--- src/rtl/i2s_rx_frontend.sv ---
// I2S receive front end: synchronizes the codec bit stream into the clk domain and
// captures one channel as a DATA_SIZE-bit two's-complement sample for the notch filter.
module i2s_rx_frontend #(
    parameter int DATA_SIZE   = 24,
    parameter int CHANNEL     = 0,
    parameter int SYNC_STAGES = 2
) (
    input  logic                 clk,
    input  logic                 reset,
    input  logic                 i2s_bclk,
    input  logic                 i2s_lrclk,
    input  logic                 i2s_sdata,
    input  logic                 filter_done,
    input  logic                 clear_flags,
    output logic [DATA_SIZE-1:0] data_out,
    output logic                 sample_trig,
    output logic                 overrun,
    output logic                 frame_err
);

    localparam int   CNT_W  = $clog2(DATA_SIZE + 1);
    localparam logic CH_SEL = (CHANNEL != 0);

    typedef enum logic [1:0] {
        WAIT_WS,
        SKIP,
        SHIFT,
        LATCH
    } state_t;

    state_t state, next_state;

    logic [SYNC_STAGES-1:0] bclk_sync, lrclk_sync, sdata_sync;
    logic                   bclk_d, lrclk_d, sdata_d;
    logic                   bclk_rise;
    logic                   ws_edge;
    logic                   lr_prev;
    logic                   lr_seen;
    logic                   cur_ch;
    logic [CNT_W-1:0]       bit_cnt;
    logic [DATA_SIZE-1:0]   shift_reg;
    logic                   pending;

    logic                   shift_en;
    logic                   set_ferr;
    logic                   latch_en;

    // NOTE: every clocked process uses non-blocking assignments so all registers update
    // from pre-edge values, independent of process evaluation order.
    always_ff @(posedge clk or posedge reset) begin
        if (reset) begin
            bclk_sync  <= '0;
            lrclk_sync <= '0;
            sdata_sync <= '0;
            bclk_d     <= 1'b0;
            lrclk_d    <= 1'b0;
            sdata_d    <= 1'b0;
        end else begin
            bclk_sync  <= {bclk_sync[SYNC_STAGES-2:0], i2s_bclk};
            lrclk_sync <= {lrclk_sync[SYNC_STAGES-2:0], i2s_lrclk};
            sdata_sync <= {sdata_sync[SYNC_STAGES-2:0], i2s_sdata};
            bclk_d     <= bclk_sync[SYNC_STAGES-1];
            lrclk_d    <= lrclk_sync[SYNC_STAGES-1];
            sdata_d    <= sdata_sync[SYNC_STAGES-1];
        end
    end

    // lrclk/sdata are read from the history stage; they settled half a bclk period earlier.
    assign bclk_rise = bclk_sync[SYNC_STAGES-1] & ~bclk_d;

    // The first rise after reset only records lrclk, so a word in progress is never
    // mistaken for a fresh word-select edge.
    assign ws_edge = bclk_rise & lr_seen & (lrclk_d ^ lr_prev);

    always_ff @(posedge clk or posedge reset) begin
        if (reset) begin
            state <= WAIT_WS;
        end else begin
            state <= next_state;
        end
    end

    // NOTE: every signal driven here gets a default first, so no path can leave one
    // unassigned and infer a latch.
    always_comb begin
        next_state = state;
        shift_en   = 1'b0;
        set_ferr   = 1'b0;
        latch_en   = 1'b0;
        case (state)
            WAIT_WS, SKIP: begin
                if (ws_edge) begin
                    next_state = (lrclk_d == CH_SEL) ? SHIFT : SKIP;
                end
            end
            SHIFT: begin
                if (ws_edge) begin
                    set_ferr   = 1'b1;
                    next_state = (lrclk_d == CH_SEL) ? SHIFT : SKIP;
                end else if (bclk_rise && cur_ch == CH_SEL) begin
                    shift_en = 1'b1;
                    if (bit_cnt == CNT_W'(DATA_SIZE - 1)) begin
                        next_state = LATCH;
                    end
                end
            end
            LATCH: begin
                latch_en   = 1'b1;
                next_state = SKIP;
            end
            default: next_state = WAIT_WS;
        endcase
    end

    always_ff @(posedge clk or posedge reset) begin
        if (reset) begin
            lr_prev   <= 1'b0;
            lr_seen   <= 1'b0;
            cur_ch    <= 1'b0;
            bit_cnt   <= '0;
            shift_reg <= '0;
        end else begin
            if (bclk_rise) begin
                lr_prev <= lrclk_d;
                lr_seen <= 1'b1;
            end
            if (ws_edge) begin
                // The bit on the ws edge is the previous word's LSB and is dropped.
                cur_ch    <= lrclk_d;
                bit_cnt   <= '0;
                shift_reg <= '0;
            end else if (shift_en) begin
                shift_reg <= {shift_reg[DATA_SIZE-2:0], sdata_d};
                bit_cnt   <= bit_cnt + CNT_W'(1);
            end
        end
    end

    always_ff @(posedge clk or posedge reset) begin
        if (reset) begin
            data_out    <= '0;
            sample_trig <= 1'b0;
            pending     <= 1'b0;
            overrun     <= 1'b0;
            frame_err   <= 1'b0;
        end else begin
            sample_trig <= latch_en;
            if (latch_en) begin
                data_out <= shift_reg;
            end

            // An acknowledge landing on the latch cycle belongs to the older sample.
            if (latch_en) begin
                pending <= 1'b1;
            end else if (filter_done) begin
                pending <= 1'b0;
            end

            if (latch_en && pending && !filter_done) begin
                overrun <= 1'b1;
            end else if (clear_flags) begin
                overrun <= 1'b0;
            end

            if (set_ferr) begin
                frame_err <= 1'b1;
            end else if (clear_flags) begin
                frame_err <= 1'b0;
            end
        end
    end

endmodule

--- config.mk ---
export PLATFORM = sky130hd
export DESIGN_NAME = i2s_rx_frontend
export DESIGN_NICKNAME = d
export VERILOG_FILES = /design/src/rtl/i2s_rx_frontend.sv
export SDC_FILE = /design/constraint.sdc
export NUM_CORES = 1
export LEC_CHECK = 0
export BUFFER_PORTS_ARGS = -buffer_cell sky130_fd_sc_hd__buf_2
export CAP_MARGIN = 20
export CORE_MARGIN = 10
export CORE_UTILIZATION = 39
export CTS_CLUSTER_SIZE = 24
export DETAILED_ROUTE_END_ITERATION = 10
export PLACE_DENSITY = 0.55
export SLEW_MARGIN = 5
export SYNTH_ARGS = -nofsm -noshare
export SYNTH_HDL_FRONTEND = slang
export SYNTH_SLANG_ARGS = --single-unit
--- constraint.sdc ---
create_clock -name clk -period 4.8 [get_ports clk]
set_clock_uncertainty 0.2 [all_clocks]
set_input_delay 0.72 -clock clk [delete_from_list [all_inputs] [get_ports clk]]
set_output_delay 0.72 -clock clk [all_outputs]
set_load 0.02 [all_outputs]
* Word level (Yosys, flattened, before mapping)
Index checks and enable logic that the tools add are counted.
** Cells by class
- Add/subtract/negate cells :: 1
- Eq/ne operators :: 7
- Mux-type cells :: 21
- Bitwise logic cells :: 6
- Reduce and logical (&&, ||, !) cells :: 11
** Operators with widths (count)
- $mux 24 :: 2
- $mux 1 :: 11
- $mux 2 :: 5
- $mux 5 :: 2
- $reduce_bool 2->1 :: 4
- $ne 3x3->1 const B :: 2
- $pmux 2 s3 :: 1
- $add 5x1->5 const B :: 1
- $eq 5x5->1 const B :: 1
- $eq 2x2->1 const B :: 2
- $and 1x1->1 :: 3
- $logic_and 1x1->1 :: 3
- $reduce_and 3->1 :: 1
- $eq 2x1->1 const B :: 1
- $logic_not 2->1 :: 1
- $ne 2x2->1 const B :: 1
- $not 1->1 :: 2
- $reduce_or 2->1 :: 1
- $logic_not 1->1 :: 1
- $xor 1x1->1 :: 1
** Storage, ports and cells
- Flip-flop bits (word level) :: 71
- Input bits :: 7
- Output and inout port bits :: 27
- Word-level logic and storage cells :: 63

* Longest topological paths before layout
Gate-level depths: netlist of the first run.
- Depth in word-level cells :: 8
- Depth in mapped cells :: 5
- Depth with buffers taken out :: 4

* Worst setup path before layout of the first run
Ideal clock, no wire load.
- Kind :: reg2reg
- Start :: register cur_ch
- End :: register bit_cnt[3]
- Library setup time :: 78 ps
- Arrival time :: 1467 ps
- Data required time :: 4522 ps
- Setup slack :: 3055 ps
- Stages on the path, launching flop included :: 5
- Path buffers :: 1
- Period minus slack after synthesis :: 1745 ps
- Cells stage by stage :: dfrtp_1 or3b_1 buf_2 or4_1 a21oi_1
** Between the ends
- Cells in the longest elaborated chain, start to end :: 6
** RTL lines
- start: declaration :: RTL line 39 : logic cur_ch;
- start signal: assignment :: RTL line 129 : cur_ch <= lrclk_d;
- $not 1->1 :: RTL line 100 : end else if (bclk_rise && cur_ch == CH_SEL) begin
- $logic_and 1x1->1 :: RTL line 100
- $mux 1 :: RTL line 100
- $mux 1 :: RTL line 97 : if (ws_edge) begin
- $mux 1 :: RTL line 90 : case (state)
- $reduce_bool 2->1 (no line)
- end signal: assignment :: RTL line 134 : bit_cnt <= bit_cnt + CNT_W'(1);
- end: declaration :: RTL line 40 : logic [CNT_W-1:0] bit_cnt;
Every way passes these cells.
A chain may end at the register's enable or synchronous reset.

* Worst setup path in the final report of the first run
- Start :: register cur_ch
- End :: register bit_cnt[4]
The elaborated chain is that of the path after synthesis.

==> metrics.md, run 1 <==
| Metric | Value |
|---|---|
| Status | finished, final reports clean |
| Die ar. | between 0.01 and 0.015 mm^2 |
| Max transition margin | 0.293 |
| Total power | around 1.2 mW |
| Seq/Total Area, Yosys | 0.637 |
| Chip Height | around 100 um |
| I/O pin count | 34 |
| Initial Util | 0.406 |
| MaxCap Viol Count | 0 |
| FF-to-FF Start | cur_ch |
| Vias in the first global route | between 1500 and 2000 |
| Reg2Reg Setup Slack | approximately 2.6 ns |
| Worst endpoint data arrival time | approximately 2.3 ns |
| CTS clock-pin slew for the worst setup and hold paths | about 0.07 ns |
| Tot GR Track Use | 0.105 |
| Fraction of layout cells with a size suffix above 1 | 0.299 |
| Final period util | 0.462 |
| Min cycle time layout | 2.22 ns |
| R2r endpoint | bit_cnt[4] |
| CP max-delay cell | or3b_1 |
| Global-route wire length before repair | approximately 9700 um |
| CP cell instances | or3b_1, or4_1, a21oi_1 |
| Diodes inserted | 0 |
| Syn Std Cell Area | 0.00279 mm^2 |
| Fmax | 451 MHz |
| Endpoints failing hold | 0 |
| Crit path launch | cur_ch |
| RSZ-0062 raised after global routing | false |
| CP Depth | 3 |
| DP Wirelength | 3350 um |
| Filler Cell Count | 635 |
| Antenna violations before repair | 0 |
| Yosys Warn Count | 0 |
| Drt total wl | between 5000 and 6000 um |
| DRT iter0 DRCs | around 120 |
| Chip width | ~100 um |
| Clock Latency Late Sink | 0.34 ns |
| Synth cell types | 30 |
| Crit path max-delay family | simple AND/OR/NAND/NOR gates |
| Synth area leaders | dfrtp_1, mux2_2, a21oi_1 |
| Placement Rows | 30 |
| Max clock buf depth | 2 |
| IO buf count | 33 |
| P&R area growth vs syn | 17.5% |
| Syn Area/Cell | roughly 12 um^2 |
| Via count | 1881 |
| CP Launch Type | register |
| TritonRoute pass-1 iters | 4 |
| Crit end category | register |
| WP buf/inv | 0 |
| Flops & latches, synth | 71 |
| Root buf cell | clkbuf_8 |
| Crit path capture | bit_cnt[4] |
| GR Overflow Total | 0 |
| Total core area | ~0.007 mm^2 |
| Max-slew violations | 0 |
| Post-CTS resize count | 0 |
| Reg2reg path depth | 3 |
| Yosys top cell by area | dfrtp_1 |
| Setup_tns | 0 ns |
| Crit-path max FO | 34 |
| Mapped Cells | 232 |
| Via-to-Cell Ratio | a little over 5 |
| Leak | 1.58 nW |
| Largest net degree at the start of global routing | 47 |
| Remaining DRCs | 0 |
| Post-CTS setup buffers | 0 |
| PD cells | between 300 and 400 mW/mm^2 |
| H-tree levels | 3 |
| Worst-Margin Slew | between 1 and 1.5 ns |
| Hold_buf cts | 0 |
| Max incr delay on CP | 0.78 ns |
| GP Congestion | approximately 0.76 |
| Nets@finish | about 270 |
| Yosys top cell area share | 0.637 |
| Antenna-violating nets left | 0 |
| TritonCTS buffer count | 9 |
| Sink Count | just over 70 |
| Drt wl/cell | approximately 15 um |
| Crit path kind | register to register |
| CTS tree | built |
| Final setup fails | 0 |
| Worst VDD drop | 0.000242 V |
| Worst EP required | between 4 and 5 ns |
| Syn nets | 240 |
| Worst hold path class | register to register |
kinds of logic (layout without fill, tap and decap cells):
kind of cell,count (synthesis),count (layout),share of synthesized area
AND/OR/NAND/NOR,46,46,0.0943
XOR/XNOR,1,1,0.00314
AO/OA/AOI/OAI,67,67,0.131
buffers and inverters,21,57,0.0287
adder cells (fa/ha/maj),1,1,0.00449
flip-flops,71,71,0.637
multiplexers,25,25,0.101
worst register-to-register path, stage by stage (launching register included):
cell	delay, ns
dfrtp_1	0.41
or3b_1	0.78
or4_1	0.62
a21oi_1	0.15
how the worst min path moves through the flow:
| stage | startpoint | end | slack [ns] | cells past startpoint |
|---|---|---|---|---|
| final | sdata_sync[1] | sdata_d | 0.15 | 0 |
| after global routing | sdata_sync[1] | sdata_d | 0.16 | 0 |
| after CTS | sdata_sync[1] | sdata_d | 0.15 | 0 |
| after detailed placement | sdata_sync[1] | sdata_d | 0.13 | 0 |
| after global placement | sdata_sync[1] | sdata_d | 0.13 | 0 |
| after floorplan | bclk_sync[0] | bclk_sync[1] | 0.13 | 0 |
power breakdown:
part	internal [mW]	total, mW	switching, mW
registers	0.613	0.625	0.0119
clock network	0.321	0.532	0.211
logic	0.0291	0.0873	0.0582
cell usage in the layout (no fill, tap or decap):
cell / netlist / routed
clkbuf_8: 0 / 11
nor3_1: 1 / 1
o2bb2ai_1: 1 / 1
dfrtp_1: 71 / 71
nand3b_1: 1 / 1
mux2_2: 25 / 25
or3b_1: 1 / 1
o21bai_1: 2 / 2
or4_1: 3 / 3
clkinv_2: 0 / 1
buf_2: 1 / 33
or2b_1: 1 / 1
ha_1: 1 / 1
o21ai_0: 27 / 27
a2bb2oi_1: 1 / 1
buf_8: 0 / 1
nand4_1: 1 / 1
o211ai_1: 1 / 1
nor2_2: 0 / 1
a22o_1: 2 / 2
a21oi_1: 30 / 30
inv_2: 0 / 1
nand4b_1: 1 / 1
inv_1: 4 / 3
bufinv_16: 0 / 2
nand3_1: 27 / 27
o31ai_1: 3 / 3
buf_4: 0 / 3
nor3b_2: 1 / 1
nand2_1: 2 / 2
nand2b_1: 3 / 3
xnor2_1: 1 / 1
or3_1: 2 / 2
clkbuf_1: 14 / 2
nor2b_2: 0 / 1
metrics by stage:
step	util	area, um^2	hold slack, ns	setup WS (ns)	cells
2_1_floorplan	-	2790	0.131	2.08	232
3_3_place_gp	0.442	3040	0.134	2.64	347
3_5_place_dp	0.444	3050	0.135	2.61	348
4_1_cts	0.477	3270	0.145	2.59	364
5_1_grt	0.477	3270	0.159	2.42	364
6_report	0.477	3270	0.146	2.58	364
metal layers:
metal,part of all wire,global-route usage,vias to the layer above
met4,0.0083,0.0388,0
met5,0,0,-
met2,0.46,0.154,46
met1,0.47,0.134,930
met3,0.061,0.0473,7
li1,-,-,898
cells in the mapped netlist (all sizes together):
library cell / n
or4: 3
o31ai: 3
mux2: 25
or3: 2
nor2b: 1
o21ai: 27
or2b: 1
nor2: 1
a21oi: 30
nand2b: 3
nand2: 2
o2bb2ai: 1
o21bai: 2
dfrtp: 71
o211ai: 1
nand3: 27
inv: 4
nor3: 1
nor3b: 1
nand4: 1
xnor2: 1
buf: 3
a22o: 2
or3b: 1
nand3b: 1
clkbuf: 14
ha: 1
nand4b: 1
a2bb2oi: 1
final cells by class:
cell class              count  area, um^2  share of cell area
repair buffers             37         203              0.0619
flip-flops and latches     71        1780               0.543
clock inverters             3        65.1              0.0199
inverters                   4        15.0             0.00459
multi-input cells         140         936               0.286
clock buffers              13         159              0.0485
well taps                  96         120              0.0367
No activity file was read; power rests on OpenSTA's default activity.
==> run 2, diff against run 1 <==
==> constraint.sdc (replaced) <==
create_clock -name clk -period 2.11 [get_ports clk]
set_clock_uncertainty 0.2 [all_clocks]
set_input_delay 0.3165 -clock clk [delete_from_list [all_inputs] [get_ports clk]]
set_output_delay 0.3165 -clock clk [all_outputs]
set_load 0.02 [all_outputs]
==> run 2 against run 1 <==
Effect of this change:
- die area did not move
- largest power group unchanged
- core utilization rose by 1.6 points
- critical path type unchanged
- final cell count rose by 3.0%
- final area rose by 3.4%
- first-iteration DRC count fell by 27%
- register-to-register slack got worse by 2.5 ns
- sequential power rose by 130%
- combinational power rose to 2.5 times the previous value
- total power rose by 130%
==> metrics.md, run 2 (synthesized netlist as in run 1, its figures left out) <==
| Metric | Value |
|---|---|
| Status | finished, final reports clean (unchanged) |
| Nets@finish | 282 (was 271) |
| Sequential share of power | 0.503 (was 0.502) |
| Max-slew violations | 0 (unchanged) |
| Commonest non-fill, non-tap cells in the layout | dfrtp_1, buf_2, a21oi_1 (unchanged) |
| MaxCap Viol Count | 0 (unchanged) |
| I/O pin count | 34 (unchanged) |
| Sw Share | 0.231 (was 0.226) |
| Setup_tns | 0 ns (unchanged) |
| Largest net degree at the start of global routing | 32 (was 47) |
| Antenna violations before repair | 0 (unchanged) |
| TritonRoute pass-1 iters | 4 (unchanged) |
| Final period util | 0.954 (was 0.462) |
| CTS tree | built (unchanged) |
| Worst endpoint data arrival time | 2.08 ns (was 2.29 ns) |
| P&R area growth vs syn | 21.5% (was 17.5%) |
| Max incr delay on CP | 0.62 ns (was 0.78 ns) |
| Fin util | 0.493 (was 0.477) |
| CTS clock-pin slew for the worst setup and hold paths | 0.07 ns (about the same) |
| GP Congestion | 0.734 (was 0.763) |
| DP Wirelength | 3580 um (was 3350 um) |
| Clock Latency Late Sink | 0.34 ns (about the same) |
| Fraction of layout cells with a size suffix above 1 | 0.315 (was 0.299) |
| Initial Util | 0.406 (unchanged) |
| Crit end category | register (unchanged) |
| Drt total wl | 5480 um (was 5410 um) |
| Fmax | 497 MHz (was 451 MHz) |
| Total core area | 0.00687 mm^2 (unchanged) |
| Post-CTS resize count | 0 (unchanged) |
| Diodes inserted | 0 (unchanged) |
| GRT busiest layer | met2 (unchanged) |
| Via count | 1909 (was 1881) |
| Remaining DRCs | 0 (unchanged) |
| Max transition margin | 0.625 (was 0.293) |
| Commonest non-fill, non-tap cell in the layout | dfrtp_1 (unchanged) |
| Chip width | 105 um (unchanged) |
| Endpoints failing hold | 0 (unchanged) |
| CP Launch Type | register (unchanged) |
| Vias in the first global route | 1996 (was 1951) |
| Worst-Margin Slew | 0.561 ns (was 1.06 ns) |
| Worst VDD drop | 0.000319 V (was 0.000242 V) |
| Crit-path max FO | 17 (was 34) |
| RSZ-0062 raised after global routing | false (unchanged) |
| Global routing usage on met3 | 0.0405 (was 0.0473) |
| DRT iter0 DRCs | 85 (was 116) |
| Root buf cell | clkbuf_8 (unchanged) |
| NetSw | 0.652 mW (was 0.281 mW) |
| Antenna-violating nets left | 0 (unchanged) |
| GRT met1 Usage | 0.137 (was 0.134) |
| CP cell instances | or3b_1, buf_4, or3_1, a21oi_1 (was or3b_1, or4_1, a21oi_1) |
| M2 GR Usage | 0.160 (was 0.154) |
| Final setup fails | 0 (unchanged) |
| Filler Cell Count | 655 (was 635) |
| IO buf count | 33 (unchanged) |
| CP max-delay cell | or3b_1 (unchanged) |
| Via-to-Cell Ratio | 5.09 (was 5.17) |
| Crit path kind | register to register (unchanged) |
| Worst EP required | 2.17 ns (was 4.87 ns) |
| Die ar. | 0.0109 mm^2 (unchanged) |
| Chip Height | 105 um (unchanged) |
| Int Pwr | 2.18 mW (was 0.963 mW) |
| PD cells | 835 mW/mm^2 (was 380 mW/mm^2) |
| TritonCTS buffer count | 9 (unchanged) |
| GR Overflow Total | 0 (unchanged) |
| Clock power share | 0.419 (was 0.428) |
| Max clock buf depth | 2 (unchanged) |
| Tot GR Track Use | 0.107 (was 0.105) |
| Global-route wire length before repair | 9850 um (was 9670 um) |
| H-tree levels | 3 (unchanged) |
| Drt wl/cell | 14.6 um (was 14.9 um) |
| Sink Count | 71 (unchanged) |
| Leak | 1.62 nW (was 1.58 nW) |
| Placement Rows | 30 (unchanged) |
| Min cycle time layout | 2.01 ns (was 2.22 ns) |
| Combinational power share | 0.078 (was 0.070) |
| Worst hold path class | input pin to register (was register to register) |
| Post-CTS setup buffers | 0 (unchanged) |
## run 2: cell types whose count changed in the layout (fill, tap and decap cells not counted), moves of 2 or more
| cell | before | now |
|---|---|---|
| dlygate4sd3_1 | 0 | 4 |
| buf_4 | 3 | 9 |
| buf_12 | 0 | 2 |
| clkinvlp_4 | 0 | 2 |
## run 2: power by group through the flow
| stage | sequential, mW | combinational [mW] | clock, mW |
|---|---|---|---|
| 5_1_grt | 1.43 | 0.246 | 1.29 |
| 6_report | 1.42 | 0.220 | 1.18 |
| 4_1_cts | 1.42 | 0.227 | 1.23 |
| 3_3_place_gp | 1.45 | 0.219 | 0 |
| 2_1_floorplan | 1.45 | 0.144 | 0 |
| 3_5_place_dp | 1.45 | 0.221 | 0 |
## run 2: final timing paths
path	from	end	slack, ns	cells past startpoint
max	cur_ch	bit_cnt[0]	0.1	4
min reg2reg	lrclk_sync[0]	lrclk_sync[1]	0.15	0
min	clear_flags	overrun	0.05	3
max in group asynchronous	reset	data_out[18]	0.83	4
max reg2reg	cur_ch	bit_cnt[0]	0.1	4
min in group asynchronous	reset	frame_err	0.38	3
## run 2: critical path, delay by kind of cell (launching register included)
kind,cells,cell delay (ns)
flops,1,0.41
simple gates,2,0.92
compound gates,1,0.14
buf+inv,1,0.26
## run 2: metal layers
| layer | vias to the layer above | part of all wire | wire, um |
|---|---|---|---|
| met1 | 947 | 0.47 | 2600 |
| met4 | 0 | 0.015 | 80 |
| li1 | 920 | - | - |
| met5 | - | 0 | 0 |
| met2 | 33 | 0.46 | 2510 |
| met3 | 9 | 0.053 | 291 |
## run 2: area by class of cell
cell class / count / area (um^2) / share of cell area
Sequential cell: 71 / 1780 / 0.525
Multi-Input combinational cell: 140 / 936 / 0.276
Timing Repair Buffer: 48 / 313 / 0.0924
Clock buffer: 11 / 141 / 0.0417
Tap cell: 96 / 120 / 0.0355
Clock inverter: 5 / 81.3 / 0.0240
Inverter: 4 / 18.8 / 0.00554
## run 2: stage by stage
stage | area, um^2 | std cells | hold WS (ns) | setup slack [ns] | power, mW
after floorplan | 2790 | 232 | 0.131 | 0.365 | 1.59
after global placement | 3120 | 355 | 0.132 | 0.148 | 1.67
after detailed placement | 3120 | 355 | 0.138 | 0.115 | 1.67
after CTS | 3390 | 375 | 0.0284 | 0.0994 | 2.88
after global routing | 3390 | 375 | 0.0376 | 0.0426 | 2.97
final | 3390 | 375 | 0.0476 | 0.0971 | 2.83
## run 2: timing repair
item	CTS	global route
setup endpoints to repair	0	0
endpoints found under the hold margin	24	0
hold buffers	4	0
